**config.mk**
```make
export PLATFORM = sky130hd
export DESIGN_NAME = instr_fetch_flat
export DESIGN_NICKNAME = d
export VERILOG_FILES = /design/src/rtl/fetch_pkg.sv /design/src/rtl/instr_fetch_if.sv /design/src/rtl/fetch_fifo.sv /design/src/rtl/instr_fetch.sv /design/src/flat_wrapper.sv
export SDC_FILE = /design/constraint.sdc
export NUM_CORES = 1
export LEC_CHECK = 0
export ABC_CLOCK_PERIOD_IN_PS = 8700
export CORE_MARGIN = 2
export CORE_UTILIZATION = 45
export DETAILED_ROUTE_END_ITERATION = 8
export PLACE_DENSITY = 0.81
export SKIP_CTS_REPAIR_TIMING = 1
export SKIP_LAST_GASP = 1
export SLEW_MARGIN = 20
export SYNTH_ARGS = -nofsm -noshare
export SYNTH_HDL_FRONTEND = slang
export SYNTH_SLANG_ARGS = --single-unit
export TNS_END_PERCENT = 5
```
**constraint.sdc**
```tcl
create_clock -name clk -period 8.7 [get_ports clk]
set_input_delay 1.74 -clock clk [delete_from_list [all_inputs] [get_ports clk]]
set_output_delay 1.74 -clock clk [all_outputs]
set_load 0.02 [all_outputs]
```
**src/rtl/fetch_pkg.sv**
```systemverilog
// Shared definitions for the instruction fetch unit.
//   fetch_state_e : fetch FSM states (HALT only with FETCH_MISALIGN_CHECK_EN)
//   fetch_entry_t : one prefetch FIFO entry, {pc, instruction}
//   FIFO_DEPTH    : prefetch FIFO depth
//   FIFO_FULL     : FIFO_DEPTH at the width of the FIFO occupancy count
//   PC_INC        : sequential fetch address increment
// Optional feature macro: FETCH_MISALIGN_CHECK_EN (adds the HALT state).
package fetch_pkg;

  localparam int          FIFO_DEPTH = 2;
  localparam logic [1:0]  FIFO_FULL  = 2'(FIFO_DEPTH);
  localparam logic [31:0] PC_INC     = 32'd4;

  typedef enum logic [1:0] {
    RUN,
    DROP
`ifdef FETCH_MISALIGN_CHECK_EN
    ,
    HALT
`endif
  } fetch_state_e;

  typedef struct packed {
    logic [31:0] pc;
    logic [31:0] instr;
  } fetch_entry_t;

endpackage

```
**src/rtl/instr_fetch_if.sv**
```systemverilog
// Instruction memory request bus.
//   req   : fetch request (fetch unit -> memory)
//   addr  : word address of the request, stable while req=1 and ack=0
//   ack   : memory accepts the request and returns rdata in the same cycle
//   rdata : instruction word, valid with ack
// Modports: master (fetch unit side), slave (memory side).
interface instr_fetch_if;

  logic        req;
  logic [31:0] addr;
  logic        ack;
  logic [31:0] rdata;

  modport master (output req, output addr, input ack, input rdata);
  modport slave  (input req, input addr, output ack, output rdata);

endinterface

```
**src/rtl/fetch_fifo.sv**
```systemverilog
// Two-entry prefetch FIFO of 64-bit {pc, instruction} entries.
//   clk, rst : clock, asynchronous active-high reset
//   push     : write wdata (ignored when full)
//   pop      : drop the head entry (ignored when empty)
//   flush    : empty the FIFO; overrides push and pop
//   wdata    : entry to write
//   rdata    : head entry (stale when count is 0)
//   count    : number of stored entries
module fetch_fifo
  import fetch_pkg::*;
(
  input  logic        clk,
  input  logic        rst,
  input  logic        push,
  input  logic        pop,
  input  logic        flush,
  input  logic [63:0] wdata,
  output logic [63:0] rdata,
  output logic [1:0]  count
);

  logic [63:0] mem [FIFO_DEPTH];
  logic        rd_ptr;
  logic        wr_ptr;
  logic        do_push;
  logic        do_pop;

  assign do_push = push && (count != FIFO_FULL);
  assign do_pop  = pop && (count != 2'd0);
  assign rdata   = mem[rd_ptr];

  always_ff @(posedge clk or posedge rst) begin
    if (rst) begin
      rd_ptr <= 1'b0;
      wr_ptr <= 1'b0;
      count  <= 2'd0;
      // NOTE: storage is reset too, because the head entry is a visible output that must read 0 in reset.
      for (int i = 0; i < FIFO_DEPTH; i++) mem[i] <= '0;
    end else if (flush) begin
      rd_ptr <= 1'b0;
      wr_ptr <= 1'b0;
      count  <= 2'd0;
    end else begin
      if (do_push) begin
        mem[wr_ptr] <= wdata;
        wr_ptr      <= wr_ptr + 1'b1;
      end
      if (do_pop) rd_ptr <= rd_ptr + 1'b1;
      unique case ({do_push, do_pop})
        2'b10:   count <= count + 2'd1;
        2'b01:   count <= count - 2'd1;
        default: count <= count;
      endcase
    end
  end

endmodule

```
**src/rtl/instr_fetch.sv**
```systemverilog
// Instruction fetch unit: sequential prefetch into a 2-entry FIFO, with
// redirect/flush from execute and drop of a request stalled by a redirect.
//   clk, rst    : clock, asynchronous active-high reset
//   imem        : instruction memory bus (master side)
//   redirect    : taken branch/jump, flushes the fetch stream
//   redirect_pc : new fetch address, sampled with redirect
//   instr_valid : head entry valid
//   instr_ready : consumer takes the head entry
//   instruction : head instruction word
//   instr_pc    : head instruction address
//   fetch_fault : sticky misaligned-redirect flag (FETCH_MISALIGN_CHECK_EN only)
// Optional feature macro: FETCH_MISALIGN_CHECK_EN. Without it redirect_pc[1:0]
// is forced to zero and there is no fetch_fault port and no HALT state.
module instr_fetch
  import fetch_pkg::*;
#(
  parameter logic [31:0] RESET_PC = 32'h0000_0000
) (
  input  logic                 clk,
  input  logic                 rst,
`ifdef FETCH_MISALIGN_CHECK_EN
  output logic                 fetch_fault,
`endif
  instr_fetch_if.master        imem,
  input  logic                 redirect,
  input  logic [31:0]          redirect_pc,
  output logic                 instr_valid,
  input  logic                 instr_ready,
  output logic [31:0]          instruction,
  output logic [31:0]          instr_pc
);

  fetch_state_e state, state_next;
  logic [31:0]  fetch_pc, fetch_pc_next;
  logic [31:0]  drop_addr, drop_addr_next;
  logic [31:0]  target_pc;
  logic         push;
  logic         pop;
  logic [1:0]   count;
  fetch_entry_t head;
  fetch_entry_t new_entry;

`ifdef FETCH_MISALIGN_CHECK_EN
  logic fault, fault_next;
  logic misaligned;
  assign misaligned  = redirect_pc[1:0] != 2'b00;
  assign target_pc   = redirect_pc;
  assign fetch_fault = fault;
`else
  assign target_pc = {redirect_pc[31:2], 2'b00};
`endif

  // NOTE: combinational logic uses blocking assignments with every output defaulted first, so no latch is inferred.
  always_comb begin
    state_next     = state;
    fetch_pc_next  = fetch_pc;
    drop_addr_next = drop_addr;
    imem.req       = 1'b0;
    imem.addr      = fetch_pc;
`ifdef FETCH_MISALIGN_CHECK_EN
    fault_next     = fault;
`endif
    unique case (state)
      RUN:  imem.req = (count != FIFO_FULL);
      // A request stalled by a redirect must still complete at its old address.
      DROP: begin
        imem.req  = 1'b1;
        imem.addr = drop_addr;
        if (imem.ack) state_next = RUN;
      end
      default: imem.req = 1'b0;
    endcase
    if (rst) imem.req = 1'b0;

    push = (state == RUN) && imem.req && imem.ack && !redirect;
    if (push) fetch_pc_next = fetch_pc + PC_INC;

    if (redirect) begin
      fetch_pc_next = target_pc;
      if (imem.req && !imem.ack) begin
        state_next = DROP;
        // In DROP the address being held is already in drop_addr.
        if (state == RUN) drop_addr_next = fetch_pc;
      end else begin
        state_next = RUN;
      end
`ifdef FETCH_MISALIGN_CHECK_EN
      fault_next = misaligned;
      if (misaligned) state_next = HALT;
`endif
    end
  end

  assign pop = instr_valid && instr_ready && !redirect;

  // NOTE: registers use non-blocking assignments so every flop samples pre-edge values.
  always_ff @(posedge clk or posedge rst) begin
    if (rst) begin
      state     <= RUN;
      fetch_pc  <= RESET_PC;
      drop_addr <= RESET_PC;
`ifdef FETCH_MISALIGN_CHECK_EN
      fault     <= 1'b0;
`endif
    end else begin
      state     <= state_next;
      fetch_pc  <= fetch_pc_next;
      drop_addr <= drop_addr_next;
`ifdef FETCH_MISALIGN_CHECK_EN
      fault     <= fault_next;
`endif
    end
  end

  assign new_entry = '{pc: fetch_pc, instr: imem.rdata};

  fetch_fifo u_fifo (
    .clk   (clk),
    .rst   (rst),
    .push  (push),
    .pop   (pop),
    .flush (redirect),
    .wdata (new_entry),
    .rdata (head),
    .count (count)
  );

  assign instr_valid = count != 2'd0;
  assign instruction = head.instr;
  assign instr_pc    = head.pc;

endmodule

```
**src/flat_wrapper.sv**
```systemverilog
// flat-port wrapper written by rule: the top's interface ports become plain ports
module instr_fetch_flat import fetch_pkg::*;
#(
  parameter logic [31:0] RESET_PC = 32'h0000_0000
)
  (clk, rst, redirect, redirect_pc, instr_valid, instr_ready, instruction, instr_pc, imem_req, imem_addr, imem_ack, imem_rdata);
  instr_fetch_if imem_i ();
  input  logic clk;
  input  logic rst;
  input  logic redirect;
  input  logic [31:0] redirect_pc;
  output logic instr_valid;
  input  logic instr_ready;
  output logic [31:0] instruction;
  output logic [31:0] instr_pc;
  output wire logic [$bits(imem_i.req)-1:0] imem_req;
  output wire logic [$bits(imem_i.addr)-1:0] imem_addr;
  input wire logic [$bits(imem_i.ack)-1:0] imem_ack;
  input wire logic [$bits(imem_i.rdata)-1:0] imem_rdata;
  assign imem_req = imem_i.req;
  assign imem_addr = imem_i.addr;
  assign imem_i.ack = imem_ack;
  assign imem_i.rdata = imem_rdata;
  instr_fetch #(.RESET_PC(RESET_PC)) u_core (.clk(clk), .rst(rst), .imem(imem_i), .redirect(redirect), .redirect_pc(redirect_pc), .instr_valid(instr_valid), .instr_ready(instr_ready), .instruction(instruction), .instr_pc(instr_pc));
endmodule
```
Yosys cells after proc, flatten, opt, wreduce, memory -nomap -nowiden
Index checks and enable logic that the tools add are counted.
{ "word_totals": {"reg_bits": 198, "in_bits": 69, "output_inout_bits": 98, "wordCells": 66} }
{ "classes": {"n_addsub": 5, "magnitude_cmp": 3, "n_eq_ne": 4, "n_mux": 21, "bitwise": 3, "reduce_logical": 22} }
{ "op_table": {"columns": ["operator", "count"], "rows": [
  ["64-bit two-way mux", 4],
  ["128-bit bitwise mux", 1],
  ["32-bit two-way mux", 3],
  ["64-bit demux with 1-bit select", 1],
  ["32-bit by 3-bit adder with 32-bit output, second input constant", 1],
  ["2-bit nonzero test", 6],
  ["1-bit logical AND", 9],
  ["2-bit two-way mux", 4],
  ["1-bit two-way mux", 6],
  ["2-bit by 1-bit equality test with 1-bit output, second input constant", 2],
  ["2-bit >= comparator, second input constant", 2],
  ["1-bit inverter with 2-bit output", 2],
  ["2-bit one-hot mux with 2 select lines", 1],
  ["2-bit AND reduction", 2],
  ["3-bit AND reduction", 1],
  ["3-bit nonzero test", 1],
  ["1-bit adder, second input constant", 2],
  ["2-bit by 1-bit adder with 2-bit output, second input constant", 1],
  ["2-bit equality test, second input constant", 1],
  ["1-bit logical NOT", 2],
  ["2-bit logical NOT", 1],
  ["2-bit by 1-bit < comparator with 1-bit output, second input constant", 1],
  ["2-bit != test, second input constant", 1],
  ["1-bit one-hot mux with 2 select lines", 1],
  ["other kinds (2)", 2]
]} }

Logic depth before layout (Yosys ltp)
Gate-level depths: netlist of run 1.
{ "logic_depth": {"ltp_word": 10, "ltp_mapped": 7, "ltp_nobuf": 5} }

Hierarchy
Synthesis of run 1 repeated with hierarchy kept, for this count alone.
{ "unflattened": {"cells_unflattened": 712, "hier_area_um2": 9276.4} }
{ "by_module_without_submodules": {"columns": ["module", "n_inst", "cells_per_inst", "area_per_inst_um2", "seq_area_each_um2"], "rows": [
  ["fetch_fifo", 1, 365, 5738.0, 3303.2],
  ["instr_fetch", 1, 347, 3538.4, 1526.5]
]} }

Worst setup path before layout of run 1
OpenSTA, ideal clock, no wires.
{ "synth_path": {"kind": "input-to-output", "start": "input rst", "end": "output imem_req", "arrival_time_ns": 6.171, "required_ns": 6.960, "setup_slack_ns": 0.789, "cell_stages": 2, "n_path_buf": 0, "cell_sequence": "inv_1 -> o21a_1"} }
{ "synth_between": {"elab_chain_len": 1} }
{ "synth_rtl": {"columns": ["item", "line", "text"], "rows": [
  ["from (decl)", "flat_wrapper.sv:9", "input logic rst;"],
  ["1-bit two-way mux", "instr_fetch.sv:73", "if (rst) imem.req = 1'b0;"],
  ["to (decl)", "flat_wrapper.sv:16", "output wire logic [$bits(imem_i.req)-1:0] imem_req;"]
]} }
No other way between the ends.

Worst setup path in the final report of run 1
Same ends and word-level chain as after synthesis.

==> results of run 1 <==
-- logic make-up after synthesis --
family / Yosys count / synth area share
compound gates: 58 / 0.0415
xor+xnor: 9 / 0.00871
fa+ha+maj: 1 / 0.00138
buf+inv: 65 / 0.0391
flops: 189 / 0.523
mux: 243 / 0.302
other cells: 1 / 0.000415
simple gates: 136 / 0.0838
-- how the worst max path moves through the flow --
stage | start | endpoint | slack (ns) | cells past startpoint
4_1_cts | rst | imem_req | 3.05 | 4
3_3_place_gp | rst | imem_req | 3.07 | 4
3_5_place_dp | rst | imem_req | 3.06 | 4
6_report | rst | imem_req | 3.12 | 4
2_1_floorplan | rst | imem_req | 0.79 | 2
5_1_grt | rst | imem_req | 2.94 | 4
-- power groups by stage --
stage	clock, mW	combinational [mW]	sequential (mW)
global placement	0	0.793	1.21
CTS	0.803	0.813	1.21
floorplan	0	0.527	1.18
finish	0.784	0.802	1.21
detailed placement	0	0.809	1.23
global route	0.839	0.856	1.24
-- worst reg2reg max path: stages, from the launching register on --
cell and delay, ns:
dfrtp_1 0.61, buf_4 0.37, nor3b_2 0.71, and2_1 0.66
nand3_4 0.82, mux2_1 0.73
-- flip-flops by register name (all words and copies together) (netlist names) --
name	count
u_core.u_fifo.count	2
u_core.state	1
u_core.drop_addr	30
u_core.fetch_pc	30
u_core.u_fifo.mem	124
u_core.u_fifo.wr_ptr	1
u_core.u_fifo.rd_ptr	1
-- cell type report --
cell class / instances / area share
clock inverter: 13 / 0.0121
tap: 265 / 0.0292
sequential: 189 / 0.417
timing repair buffer: 167 / 0.146
inverter: 8 / 0.00331
clock buffer: 19 / 0.0399
multi-input combinational: 451 / 0.352
-- routing by layer --
layer / up-vias / global-route usage / part of all wire
met5: - / 0 / 0
met1: 3118 / 0.269 / 0.46
met4: 0 / 0.0525 / 0.012
li1: 2808 / - / -
met2: 179 / 0.314 / 0.48
met3: 19 / 0.0351 / 0.048
-- Yosys cell counts (all sizes together) --
cell,instances
nand3b,1
or3,5
a311o,1
and4,6
mux2,240
and3,2
a21boi,1
ha,1
a21oi,2
or2,2
a311oi,3
a22oi,1
xnor2,4
o21ai,19
o311ai,3
clkbuf,17
o31ai,10
conb,1
and2,5
nor3,2
a31oi,14
nor2,25
nand4,17
buf,40
a211oi,1
xor2,5
nand3,19
inv,8
or4,11
nor4,3
o21a,1
nor4b,2
nor3b,1
o211ai,2
or3b,1
nor2b,3
dfrtp,189
mux2i,3
nand2b,2
nand2,29
==> impl_metrics.tcl, run 1 <==
set metrics [dict create \
    cp.arrival_ns 3.84 \
    hold_class "reg2reg" \
    avgSynthCellArea_sq_um 12.9 \
    fin_util 0.579 \
    fp.dieW_microns 146 \
    cts_tree "built" \
    powerDensity_nw_per_um2 247 \
    multiInputGateArea_sq_um 3990 \
    power.net_switching_mw 0.813 \
    preCtsSetupSlack_ns 3.06 \
    vias 6124 \
    rr_endpoint "u_core.u_fifo.mem[0]" \
    clockBufferDepth 2 \
    vias_per_cell 5.51 \
    grt_pass1_wl_mm 33.1 \
    max-cap-violations 0 \
    slowest_delay_ns 0.67 \
    drtIter0Drc 309 \
    fp.dieH_microns 146 \
    r2r_cells 5 \
    hp-start "u_core.drop_addr[12]" \
    min_delay_path_depth 1 \
    layout_common_cells "mux2_2 (233), dfrtp_1 (188), clkdlybuf4s50_1 (160)" \
    reg2reg_slack_ns 4.67 \
    path_class "in2out" \
    cts_made_buffers 17 \
    wl_per_cell_microns 18.4 \
    final_common_cell "mux2_2" \
    regArea_sq_um 4730 \
    clk_latency_ns 0.43 \
    cts_sinks 189 \
    synth_top_area_cell "dfrtp_1" \
    start_util 0.462 \
    die-area_sq_um 21300 \
    fin_area_sq_um 11300 \
    grt_usage 0.194 \
    ys_types 51 \
    port_buffers 160 \
    overflow 0 \
    drive_gt1_frac 0.338 \
    fin_crit_sh 0.641 \
    fin_skew_ns 0.0109 \
    dp_hpwl_mm 13.2 \
    synth-seq-cells 189 \
    gp_congestion 0.773 \
    cp.required_ns 6.96 \
    cts-root-buf "clkbuf_16" \
    total_power_mw 2.80 \
    diodes 0 \
    ant_nets 0 \
    cp_top_family "buffers and inverters" \
    syn_area_sq_um 9040 \
    dpl.cell_count 1080 \
    grt_max_degree 130 \
    slew-limit-headroom 0.310 \
    worst_slack_ns 3.12 \
    hold_ws_ns 0.487 \
    core_sq_um 19600 \
    synth_top_cell_area_share 0.523 \
    routed_wl_mm 20.5 \
    leakage_nw 4.64 \
    post_synth_inst_count 702 \
    p_clk_frac 0.280 \
    crit_chain "clkdlybuf4s50_1 -> inv_8 -> o21a_1 -> clkdlybuf4s50_1" \
    finalNetCount 904 \
    synth_area_leaders "dfrtp_1 (52%), mux2_2 (29%), nand2_1 (1.2%), buf_2 (1.1%), nand4_1 (1.1%)" \
    slew_viol_final 0 \
    io_pins 167 \
    slowest_stage "inv_8" \
    grt_pass1_vias 6171 \
    endpoint_kind "output port" \
    setup_viol 0 \
    finalHoldViolations 0 \
    drtPass1Iterations 5 \
    combPwrFrac 0.287 \
    p_seq_frac 0.434 \
    hold_end "u_core.drop_addr[12]" \
    ys_seq_area_frac 0.523 \
    path_buf_inv 3 \
    switching_share 0.290 \
    cp_max_fo 129 \
    status "finished, final reports clean" \
    fmax_mhz 179 \
    fin_setup_tns_ns 0 \
    ys_warn_count 0 \
    fin_cells 1112 \
    fin_crit_ns 5.58 \
    antenna_found_initial 0 \
    drc 0 \
    rsz0062_at_grt "false" \
    intPower_mw 1.99 \
    fillers 1637 \
    rr_startpoint "u_core.state[0]" \
    rows 51 \
    clkTransAtPathRegs_ns 0.07 \
    start_kind "primary input" \
    worstMarginPinSlew_ns 1.04 \
    syn_to_final_growth_pct 25.4 \
    placed_area_sq_um 10800 \
    max-vdd-ir-drop_mv 0.140 \
    htreeDepth 4 \
    critPathMostFrequentCell "clkdlybuf4s50_1" \
]
No activity file was read; power rests on OpenSTA's default activity.
==> inputs of run 2 (changes only) <==
ABC_CLOCK_PERIOD_IN_PS = 4580   (was 8700)
PLACE_DENSITY = 0.84   (was 0.81)
clock period = 4.58 ns   (was 8.7 ns; I/O delays follow)
==> impl_metrics.tcl, run 2 (synthesis gave the netlist of run 1 again) <==
set metrics [dict create \
    rows 51 \
    worst_slack_ns 1.08 \
    placed_area_sq_um 10800 \
    finalHoldViolations 0 \
    r2r_cells 6 \
    reg_top3 "u_core.u_fifo.mem (124), u_core.drop_addr (30), u_core.fetch_pc (30)" \
    port_buffers 160 \
    switching_share 0.289 \
    final_common_cell "mux2_2" \
    critical_path_depth 3 \
    clkTransAtPathRegs_ns 0.07 \
    grt_pass1_wl_mm 33.8 \
    largest-register "u_core.u_fifo.mem" \
    grt_pass1_vias 6354 \
    cts-root-buf "clkbuf_16" \
    layout_common_cells "mux2_2 (233), dfrtp_1 (187), clkdlybuf4s50_1 (160)" \
    max-vdd-ir-drop_mv 0.289 \
    die-area_sq_um 21300 \
    largest_register_ffs 124 \
    cts_made_buffers 17 \
    rr_endpoint "u_core.u_fifo.mem[77]" \
    preCtsSetupSlack_ns 1.18 \
    cp.required_ns 3.66 \
    setup_viol 0 \
    ant_nets 0 \
    dpl.cell_count 1082 \
    worstMarginPinSlew_ns 0.968 \
    drc 0 \
    cp_top_family "buffers and inverters" \
    routed_wl_mm 20.5 \
    io_pins 167 \
    core_sq_um 19600 \
    fp.dieH_microns 146 \
    cts_sinks 189 \
    rr_startpoint "u_core.state[0]" \
    finalNetCount 906 \
    grt_max_degree 190 \
    cts_tree "built" \
    start_kind "flip-flop" \
    slew_viol_final 0 \
    fin_cells 1114 \
    fin_area_sq_um 11400 \
    overflow 0 \
    hold_class "reg2reg" \
    cp.arrival_ns 2.59 \
    fmax_mhz 285 \
    rsz0062_at_grt "false" \
    powerDensity_nw_per_um2 463 \
    crit_path_start "u_core.u_fifo.rd_ptr" \
    htreeDepth 4 \
    power.net_switching_mw 1.52 \
    vias_per_cell 5.49 \
    fin_skew_ns 0.0106 \
    clockBufferDepth 2 \
    path_buf_inv 2 \
    start_util 0.462 \
    max-cap-violations 0 \
    fp.dieW_microns 146 \
    clk_latency_ns 0.43 \
    drive_gt1_frac 0.338 \
    reg2reg_slack_ns 1.76 \
    crit_chain "buf_12 -> mux2_2 -> clkdlybuf4s50_1" \
    path_class "reg2out" \
    worstSetupEndpoint "instr_pc[30]" \
    gp_congestion 0.771 \
    wl_per_cell_microns 18.4 \
    status "finished, final reports clean" \
    cp_max_fo 36 \
    antenna_found_initial 0 \
    endpoint_kind "output port" \
    grt_usage 0.198 \
    fin_crit_sh 0.765 \
    slowest_stage "dfrtp_2" \
    intPower_mw 3.75 \
    slew-limit-headroom 0.355 \
    vias 6114 \
    dp_hpwl_mm 13.6 \
    drtPass1Iterations 5 \
    combPwrFrac 0.289 \
    leakage_nw 4.64 \
    drtIter0Drc 465 \
    diodes 0 \
    fin_crit_ns 3.50 \
    slowest_delay_ns 0.88 \
    p_clk_frac 0.271 \
    syn_to_final_growth_pct 25.8 \
    p_seq_frac 0.440 \
]
==> run 2: cell types whose count changed in the layout (fill, tap and decap cells not counted) <==
cell / delta
buf_12: +3
buf_8: -1
bufinv_16: -1
clkbuf_1: +2
clkbuf_8: +2
clkinv_2: -1
clkinvlp_4: +2
dfrtp_1: -1
dfrtp_2: +1
inv_6: -3
inv_8: -1
nor4b_2: -1
nor4b_4: +1
==> run 2: layout make-up <==
class,instances,area [sq um]
Clock inverter,9,83.8
Tap cell,265,332
Clock buffer,23,488
Sequential cell,189,4730
Multi-Input combinational cell,451,4000
Inverter,8,33.8
Timing Repair Buffer,169,1710
Fill cell,1613,8210
==> run 2: per-stage QoR <==
stage | utilization | hold slack (ns) | TNS, ns | power, mW
6_report | 0.581 | 0.488 | 0 | 5.27
5_1_grt | 0.581 | 0.504 | 0 | 5.55
4_1_cts | 0.581 | 0.493 | 0 | 5.33
3_5_place_dp | 0.552 | 0.478 | 0 | 3.89
3_3_place_gp | 0.552 | 0.464 | 0 | 3.82
2_1_floorplan | - | 0.452 | -11.13 | 3.24
==> run 2: worst register-to-register path, delay by kind of cell (launching register included) <==
family / cells / cell delay [ns]
DFF: 1 / 0.76
buffers and inverters: 2 / 0.86
muxes: 1 / 0.43
and+or+nand+nor: 3 / 0.65
==> run 2: worst min-delay path by stage <==
stage,start,end,slack (ns),cells after the start
final,u_core.u_fifo.mem[4],u_core.u_fifo.mem[4],0.49,1
after detailed placement,u_core.u_fifo.mem[4],u_core.u_fifo.mem[4],0.48,1
after floorplan,u_core.drop_addr[12],u_core.drop_addr[12],0.45,1
after CTS,u_core.u_fifo.mem[4],u_core.u_fifo.mem[4],0.49,1
after global placement,u_core.drop_addr[12],u_core.drop_addr[12],0.46,1
after global routing,u_core.u_fifo.mem[4],u_core.u_fifo.mem[4],0.50,1
==> run 2: power groups by stage <==
| stage | clock (mW) | combinational (mW) | sequential (mW) |
|---|---|---|---|
| finish | 1.43 | 1.52 | 2.32 |
| global route | 1.54 | 1.62 | 2.38 |
| CTS | 1.47 | 1.55 | 2.32 |
| detailed placement | 0 | 1.54 | 2.35 |
| global placement | 0 | 1.50 | 2.32 |
| floorplan | 0 | 1.00 | 2.24 |
==> run 2: routing by layer <==
| layer | part of all wire | GRT usage |
|---|---|---|
| met4 | 0.014 | 0.0564 |
| met5 | 0 | 0 |
| met3 | 0.046 | 0.0458 |
| met1 | 0.45 | 0.267 |
| met2 | 0.49 | 0.321 |
